--- src/rtl/halton_pkg.sv ---
// rtl/halton_pkg.sv - shared types and elaboration helpers for the Halton generator
package halton_pkg;

    typedef enum logic [1:0] {
        IDLE = 2'd0,
        CALC = 2'd1,
        OUT  = 2'd2
    } state_t;

    // Integer power; used to derive the per-dimension scale factor
    function automatic longint unsigned ipow(input int unsigned base, input int unsigned exp);
        longint unsigned result;
        result = 64'd1;
        for (int unsigned i = 0; i < exp; i++) begin
            result = result * longint'(base);
        end
        return result;
    endfunction

    function automatic int unsigned imax(input int unsigned a, input int unsigned b);
        return (a > b) ? a : b;
    endfunction

    // True when the factor is representable in a width-bit unsigned value
    function automatic bit factor_fits(input longint unsigned f, input int unsigned width);
        if (width >= 64) begin
            return 1'b1;
        end
        return f < (64'd1 << width);
    endfunction

    // A dimension is legal when its base is >=2, it keeps at least one digit
    // and its factor fits the datapath
    function automatic bit dim_params_ok(input int unsigned width, input int unsigned base,
                                         input int unsigned scale);
        return (base >= 2) && (scale >= 1) && factor_fits(ipow(base, scale), width);
    endfunction

endpackage

--- src/rtl/vdc_digit_engine.sv ---
// rtl/vdc_digit_engine.sv - one-digit-per-cycle Van der Corput radical-inverse engine
module vdc_digit_engine
    import halton_pkg::*;
#(
    parameter int unsigned WIDTH = 32,
    parameter int unsigned BASE  = 2,
    parameter int unsigned SCALE = 11
) (
    input  logic             clk,
    input  logic             rst_n,
    input  logic             load,
    input  logic             step_en,
    input  logic [WIDTH-1:0] k_in,
    output logic [WIDTH-1:0] acc
);

    localparam int unsigned      SW     = $clog2(SCALE + 1);
    localparam logic [WIDTH-1:0] B      = WIDTH'(BASE);
    localparam logic [WIDTH-1:0] FACTOR = WIDTH'(ipow(BASE, SCALE));

    logic [WIDTH-1:0] k_q;
    logic [WIDTH-1:0] fac_q;
    logic [WIDTH-1:0] acc_q;
    logic [SW-1:0]    step_q;

    logic [WIDTH-1:0] digit;
    logic [WIDTH-1:0] fac_div;
    logic [WIDTH-1:0] k_div;
    logic             can_step;

    // Constant-divisor digit extraction for the current step
    always_comb begin
        digit    = k_q % B;
        fac_div  = fac_q / B;
        k_div    = k_q / B;
        can_step = step_en && (step_q < SW'(SCALE)) && (k_q != '0);
    end

    // Load a fresh index, then peel off one low-order digit per enabled cycle;
    // digits past SCALE are dropped and a zero remainder freezes the engine
    always_ff @(posedge clk or negedge rst_n) begin
        if (!rst_n) begin
            k_q    <= '0;
            fac_q  <= '0;
            acc_q  <= '0;
            step_q <= '0;
        end else if (load) begin
            k_q    <= k_in;
            fac_q  <= FACTOR;
            acc_q  <= '0;
            step_q <= '0;
        end else if (can_step) begin
            k_q    <= k_div;
            fac_q  <= fac_div;
            acc_q  <= acc_q + digit * fac_div;
            step_q <= step_q + SW'(1);
        end
    end

    assign acc = acc_q;

endmodule

--- src/rtl/halton_gen_param.sv ---
// rtl/halton_gen_param.sv - 2-D Halton point generator with request/result handshakes
module halton_gen_param
    import halton_pkg::*;
#(
    parameter int unsigned WIDTH   = 32,
    parameter int unsigned BASE_0  = 2,
    parameter int unsigned SCALE_0 = 11,
    parameter int unsigned BASE_1  = 3,
    parameter int unsigned SCALE_1 = 7
) (
    input  logic             clk,
    input  logic             rst_n,
    input  logic             pop_valid,
    output logic             pop_ready,
    input  logic             reseed_enable,
    input  logic [WIDTH-1:0] seed,
    output logic             out_valid,
    input  logic             out_ready,
    output logic [WIDTH-1:0] halton_out_0,
    output logic [WIDTH-1:0] halton_out_1
);

    localparam int unsigned L  = imax(SCALE_0, SCALE_1);
    localparam int unsigned CW = $clog2(L + 1);

    // Reject illegal bases or factors that would overflow the datapath
    if (!dim_params_ok(WIDTH, BASE_0, SCALE_0)) begin : g_bad_dim0
        $error("halton_gen_param: BASE_0/SCALE_0 illegal for WIDTH");
    end
    if (!dim_params_ok(WIDTH, BASE_1, SCALE_1)) begin : g_bad_dim1
        $error("halton_gen_param: BASE_1/SCALE_1 illegal for WIDTH");
    end

    state_t           state;
    state_t           state_nxt;
    logic [WIDTH-1:0] count;
    logic [CW-1:0]    calc_cnt;
    logic             ready_q;
    logic             valid_q;
    logic [WIDTH-1:0] out0_q;
    logic [WIDTH-1:0] out1_q;

    logic             accept;
    logic             calc_done;
    logic             eng_step;
    logic [WIDTH-1:0] k_next;
    logic [WIDTH-1:0] acc0;
    logic [WIDTH-1:0] acc1;

    assign k_next = count + WIDTH'(1);

    // State register
    always_ff @(posedge clk or negedge rst_n) begin
        if (!rst_n) begin
            state <= IDLE;
        end else begin
            state <= state_nxt;
        end
    end

    // Next-state logic; reseed overrides everything
    always_comb begin
        state_nxt = state;
        if (reseed_enable) begin
            state_nxt = IDLE;
        end else begin
            case (state)
                IDLE:    if (accept)    state_nxt = CALC;
                CALC:    if (calc_done) state_nxt = OUT;
                OUT:     if (out_ready) state_nxt = IDLE;
                default: state_nxt = IDLE;
            endcase
        end
    end

    // Handshake and engine control decoded from state; ready_q keeps
    // pop_ready low while reset is held
    always_comb begin
        pop_ready = ready_q && (state == IDLE) && !reseed_enable;
        accept    = pop_valid && pop_ready;
        calc_done = (state == CALC) && (calc_cnt == CW'(L));
        eng_step  = (state == CALC) && !calc_done && !reseed_enable;
    end

    // Counter, step timer and result registers
    always_ff @(posedge clk or negedge rst_n) begin
        if (!rst_n) begin
            ready_q  <= 1'b0;
            count    <= '0;
            calc_cnt <= '0;
            valid_q  <= 1'b0;
            out0_q   <= '0;
            out1_q   <= '0;
        end else begin
            ready_q <= 1'b1;
            if (reseed_enable) begin
                count    <= seed;
                calc_cnt <= '0;
                valid_q  <= 1'b0;
                out0_q   <= '0;
                out1_q   <= '0;
            end else begin
                if (accept) begin
                    count    <= k_next;
                    calc_cnt <= '0;
                end else if (eng_step) begin
                    calc_cnt <= calc_cnt + CW'(1);
                end
                if (calc_done) begin
                    out0_q  <= acc0;
                    out1_q  <= acc1;
                    valid_q <= 1'b1;
                end else if ((state == OUT) && out_ready) begin
                    valid_q <= 1'b0;
                end
            end
        end
    end

    vdc_digit_engine #(
        .WIDTH (WIDTH),
        .BASE  (BASE_0),
        .SCALE (SCALE_0)
    ) u_eng0 (
        .clk     (clk),
        .rst_n   (rst_n),
        .load    (accept),
        .step_en (eng_step),
        .k_in    (k_next),
        .acc     (acc0)
    );

    vdc_digit_engine #(
        .WIDTH (WIDTH),
        .BASE  (BASE_1),
        .SCALE (SCALE_1)
    ) u_eng1 (
        .clk     (clk),
        .rst_n   (rst_n),
        .load    (accept),
        .step_en (eng_step),
        .k_in    (k_next),
        .acc     (acc1)
    );

    assign out_valid    = valid_q;
    assign halton_out_0 = out0_q;
    assign halton_out_1 = out1_q;

endmodule
--- config.mk ---
export PLATFORM = sky130hd
export DESIGN_NAME = halton_gen_param
export DESIGN_NICKNAME = d
export VERILOG_FILES = /design/src/rtl/halton_pkg.sv /design/src/rtl/vdc_digit_engine.sv /design/src/rtl/halton_gen_param.sv
export SDC_FILE = /design/constraint.sdc
export NUM_CORES = 1
export LEC_CHECK = 0
export BUFFER_PORTS_ARGS = -buffer_cell sky130_fd_sc_hd__buf_4
export CORE_AREA = 2 2 231 233
export DETAILED_ROUTE_END_ITERATION = 10
export DIE_AREA = 0 0 233 235
export PLACE_DENSITY = 0.71
export SYNTH_ARGS = -nofsm -noshare
export SYNTH_HDL_FRONTEND = slang
export SYNTH_HIERARCHICAL = 1
export SYNTH_SLANG_ARGS = --single-unit
--- constraint.sdc ---
create_clock -name clk -period 21.8 [get_ports clk]
set_input_delay 1.09 -clock clk [delete_from_list [all_inputs] [get_ports clk]]
set_output_delay 1.09 -clock clk [all_outputs]
set_load 0.01 [all_outputs]
# After elaboration in Yosys (flattened, before gate mapping)
# Cells that the tools add are included.
# classes
magnitude_cmp	2
shifts	0
bitwise_logic	0
div_mod_pow	3
n_mux	33
add_sub_neg	6
eq_ne	6
n_mul	2
n_reduce_logical	23
# op_table
operator	count
$mux W32	18
$add A32 B32 Y32	2
$div A32 B2 Y32 const B	2
$reduce_bool A32 Y1	2
$add A32 B1 Y32 const B	1
$mod A32 B2 Y32 const B	1
$mul A1 B31 Y32	1
$mul A32 B32 Y32	1
$mux W4	5
$logic_and A1 B1 Y1	11
$ne A3 B3 Y1 const B	3
$add A4 B1 Y4 const B	2
$mux W2	4
$reduce_bool A2 Y1	4
$mux W3	2
$pmux W2 S3	1
$reduce_bool A3 Y1	2
$eq A4 B4 Y1 const B	1
$lt A4 B4 Y1 const B	1
$add A3 B1 Y3 const B	1
$lt A3 B3 Y1 const B	1
$mux W1	3
$reduce_and A3 Y1	1
$eq A2 B1 Y1 const B	1
3 further kinds	4
# totals
romBits	0
input_bits	37
latchBits	0
register_bits	303
out_inout_bits	66
ramBits	0
n_memories	0
word_cells	90

# Logic depth before layout (Yosys ltp)
# depth
word_depth	9
mapped_depth	81

# Cells and area by module
# Netlist, hierarchy kept.
# modules_own_cells
mod	area_each_um2	instances	cells_each	seq_area_each_um2
vdc_digit_engine at u_eng1	18720.5	1	2387	1976.9
halton_gen_param	5355.1	1	589	2602.5
vdc_digit_engine at u_eng0	4320.4	1	436	1976.9

# Worst setup path after synthesis
# Ideal clock, no wire load.
# synth_path
path_type	register -> register
start	reg u_eng1.k_q[30]
end	reg u_eng1.acc_q[31], in the netlist u_eng1/acc[31]
setup_ns	0.078
setup_slack_ns	6.484
path_stages_with_launch	77
t_arrival_ns	15.238
period_less_slack_ns	15.316
cell_sequence	dfrtp_1 -> buf_2 -> nor3_2 -> nand3_1 -> a31oi_2 -> o31ai_1 -> a21o_1 -> a31o_2 -> and2_1 -> buf_2 -> and4_1 -> a311oi_2 -> a32oi_2 -> or3_1 -> and4b_4 -> o22a_1 -> o31ai_1 -> o2111ai_1 -> (+41 left out) -> a21boi_0 -> o21ai_0 -> a21boi_0 -> o21ai_0 -> a21oi_1 -> o21a_1 -> o21a_1 -> o21a_1 -> o21ai_0 -> a21oi_1 -> a41o_1 -> o21ai_0 -> nand2b_1 -> a21oi_1 -> xnor2_1 -> xnor2_1 -> nand2_1 -> a21oi_1
# synth_via
elab_chain_len	5
# synth_rtl
element	line	rtl
from (decl)	vdc_digit_engine.sv:21	logic [WIDTH-1:0] k_q;
from (signal assigned)	vdc_digit_engine.sv:48	k_q <= k_in;
from (signal assigned)	vdc_digit_engine.sv:53	k_q <= k_div;
$mod A32 B2 Y32	vdc_digit_engine.sv:33	digit = k_q % B;
$mul A32 B32 Y32	vdc_digit_engine.sv:55	acc_q <= acc_q + digit * fac_div;
$add A32 B32 Y32	vdc_digit_engine.sv:55	
$mux W32	vdc_digit_engine.sv:52	end else if (can_step) begin
$mux W32	vdc_digit_engine.sv:47	end else if (load) begin
to (signal assigned)	vdc_digit_engine.sv:55	
to (decl)	vdc_digit_engine.sv:23	logic [WIDTH-1:0] acc_q;
# Parallel ways exist; a longest one is shown, timed or not. The select of a mux whose other input is x is not followed.
# A chain may end at the register's enable or synchronous reset.

# Worst setup path in the final report
# layout_path
start	reg u_eng1.k_q[31]
end	reg u_eng1.acc_q[31], in the netlist u_eng1/acc[31]
# Same word-level chain as after synthesis.

==> impl_metrics.json <==
{
  "rows": 84,
  "drive_gt1_frac": 0.08596,
  "die_h_um": 235,
  "cts_buffers": 30,
  "vias_per_cell": 5.981,
  "gr-total-overflow": 0,
  "cts_buffer_depth": 3,
  "yosysTopAreaCell": "dfrtp_1",
  "drtIter0Drc": 2043,
  "crit_required_ns": 22.30,
  "fmax_mhz": 52.58,
  "cp_data_arrival_time_ns": 19.52,
  "portBuffers": 102,
  "yosysSeqAreaShare": 0.2309,
  "final_common_cell": "inv_1",
  "cp_slowest_stage_delay_ns": 0.80,
  "io_pins": 103,
  "num_antenna_cells": 0,
  "cp_max_fo": 44,
  "dieArea_um2": 54760,
  "ys.flop_type": "dfrtp_1",
  "min_path_type": "reg2reg",
  "grt_pass1_vias": 23965,
  "ys_seq_elements": 262,
  "wirelength_um": 75900,
  "critPathLaunchType": "flop",
  "r2r_cells": 68,
  "rsz0062_at_grt": "false",
  "r2r_setup_slack_ns": 2.78,
  "hpwl_um": 55330,
  "fin_ws_ns": 2.781,
  "yosysWarnings": 6,
  "die_w_um": 233,
  "holdPathStages": 2,
  "hold_path_end": "u_eng0/step_q[3]$_DFFE_PN0P_",
  "tightest_slew_ns": 1.253,
  "critPathSlowestCell": "dfrtp_1",
  "fin_nets": 3766,
  "setup_violations": 0,
  "ant_nets": 0,
  "crit_type": "reg2reg",
  "cap_violations": 0,
  "vias": 24224,
  "postCtsSetupBuffers": 0,
  "setup_tns_ns": 0,
  "end_kind": "flop",
  "slew_violations": 0,
  "ctsResizeCount": 0,
  "syn_avg_cell_area_um2": 8.322,
  "ys_top_cells_by_area": "dfrtp_1 (23%), fa_1 (17%), inv_1 (6.5%), ha_1 (6.2%), nand2_1 (5.6%)",
  "wl_per_cell_um": 18.74,
  "regToRegEndpoint": "u_eng1/acc[31]$_DFFE_PN0P_",
  "cpMostUsedCell": "a21oi_1",
  "worstHoldStart": "u_eng0/step_q[3]$_DFFE_PN0P_",
  "yosysTopAreaCellShare": 0.2309,
  "grt_pass1_wl_um": 126000,
  "clock_latency_ns": 0.60,
  "root_buffer": "clkbuf_16",
  "clk_pin_slew_ns": 0.06,
  "max_slew_margin": 0.1617,
  "status": "completed",
  "post_synth_inst_count": 3412,
  "core_um2": 52240,
  "dr.pass1.iters": 6,
  "htreeDepth": 1,
  "initial_core_util": 0.5436,
  "postCtsHoldBufs": 0,
  "drt_drc_violations_left": 0,
  "cts.sinks": 262,
  "grt_max_degree": 125,
  "r2r_start": "u_eng1/k_q[31]$_DFFE_PN0P_",
  "skew_ns": 0.02169,
  "synth-edff-count": 0,
  "final_cell_mix": "inv_1 (491), nand2_1 (421), dfrtp_1 (262)",
  "fin_crit_ns": 19.02,
  "synth_nets": 3837,
  "synth_area_um2": 28400,
  "gp_congestion": 0.9230,
  "syn2layout_area_growth_pct": 6.534,
  "synth-async-reset-ratio": 1.000,
  "cts_tree": "built",
  "finalHoldViolCount": 0,
  "dp_slack_ns": 3.046,
  "antenna_found_initial": 0,
  "synth_cell_types": 118,
  "grt_usage": 0.2808,
  "period_share": 0.8724
}
-- state kept, by name, summed over array words and instances (netlist names), 3 cells and up --
register and flops:
count 32, halton_out_0 32, halton_out_1 32, u_eng0/acc 32
u_eng0/k_q 32, u_eng1/acc 32, u_eng1/k_q 32, u_eng1/fac_q 12
u_eng0/fac_q 11, calc_cnt 4, u_eng0/step_q 4, u_eng1/step_q 3
-- worst max-delay path, delay by kind of cell, from the launching register on --
| family | cells | cell delay (ns) |
|---|---|---|
| and+or+nand+nor | 12 | 3.63 |
| buffers and inverters | 7 | 0.86 |
| AOI/OAI and AO/OA | 36 | 8.73 |
| xor gates and xnor gates | 2 | 0.30 |
| DFF | 1 | 0.80 |
| adders and majority gates | 11 | 4.55 |
-- metal layers --
metal,global-route usage,up-vias,share of wire
met5,0,-,0
met4,0.05578,0,0.017
met3,0.04684,113,0.075
met2,0.4369,859,0.45
met1,0.4141,11963,0.45
li1,-,11289,-
-- cells in the mapped netlist (19+ instances only) --
master	instances
nor2_1	225
inv_1	492
clkbuf_1	152
a211oi_1	33
nand4_1	21
fa_1	247
and3_1	20
buf_2	42
mux2i_1	58
and2_1	80
o21ai_0	149
a21o_1	20
buf_1	20
o211ai_1	36
a31oi_1	95
nand3_1	78
xor2_1	28
xnor2_1	103
ha_1	141
dfrtp_1	262
nand2_1	421
nor4_1	22
nand2b_1	23
a21oi_1	220
a22oi_1	19
nor3_1	41
-- logic make-up after synthesis --
kind of cell | count (synthesis) | synth area share
flip-flops | 262 | 0.2309
XOR/XNOR | 132 | 0.04098
buffers and inverters | 733 | 0.1040
AND/OR/NAND/NOR | 1045 | 0.1789
other | 1 | 0.0001321
adder cells (fa/ha/maj) | 388 | 0.2363
AO/OA/AOI/OAI | 786 | 0.1855
multiplexers | 65 | 0.02331
-- worst max-delay path by stage --
stage | slack [ns] | endpoint | startpoint
after global placement | 3.60 | u_eng1/acc[31]$_DFFE_PN0P_ | u_eng1/k_q[31]$_DFFE_PN0P_
after detailed placement | 3.05 | u_eng1/acc[31]$_DFFE_PN0P_ | u_eng1/k_q[31]$_DFFE_PN0P_
after floorplan | 6.48 | u_eng1/acc[31]$_DFFE_PN0P_ | u_eng1/k_q[30]$_DFFE_PN0P_
after CTS | 2.95 | u_eng1/acc[31]$_DFFE_PN0P_ | u_eng1/k_q[31]$_DFFE_PN0P_
final | 2.78 | u_eng1/acc[31]$_DFFE_PN0P_ | u_eng1/k_q[31]$_DFFE_PN0P_
after global routing | 1.23 | u_eng1/acc[31]$_DFFE_PN0P_ | u_eng1/k_q[31]$_DFFE_PN0P_
-- per-stage QoR --
| step | hold slack (ns) | cells | util | cell area [um2] |
|---|---|---|---|---|
| detailed placement | 0.4890 | 3997 | 0.5594 | 29220 |
| CTS | 0.5015 | 4050 | 0.5791 | 30250 |
| global route | 0.5127 | 4050 | 0.5791 | 30250 |
| floorplan | 0.4626 | 3412 | - | 28400 |
| global placement | 0.4765 | 3997 | 0.5594 | 29220 |
| finish | 0.5035 | 4050 | 0.5791 | 30250 |
-- final cells by class --
type	count	area, um2
inverter	499	1878
multi-input combinational	2417	18930
timing repair buffer	131	991.0
clock buffer	40	858.3
fill	4671	21980
sequential	262	6556
tap	688	860.8
clock inverter	13	175.2
Power is left out: the tool's default activity adds up to more than one toggle a clock period on the data nets, which glitch-free logic cannot reach.
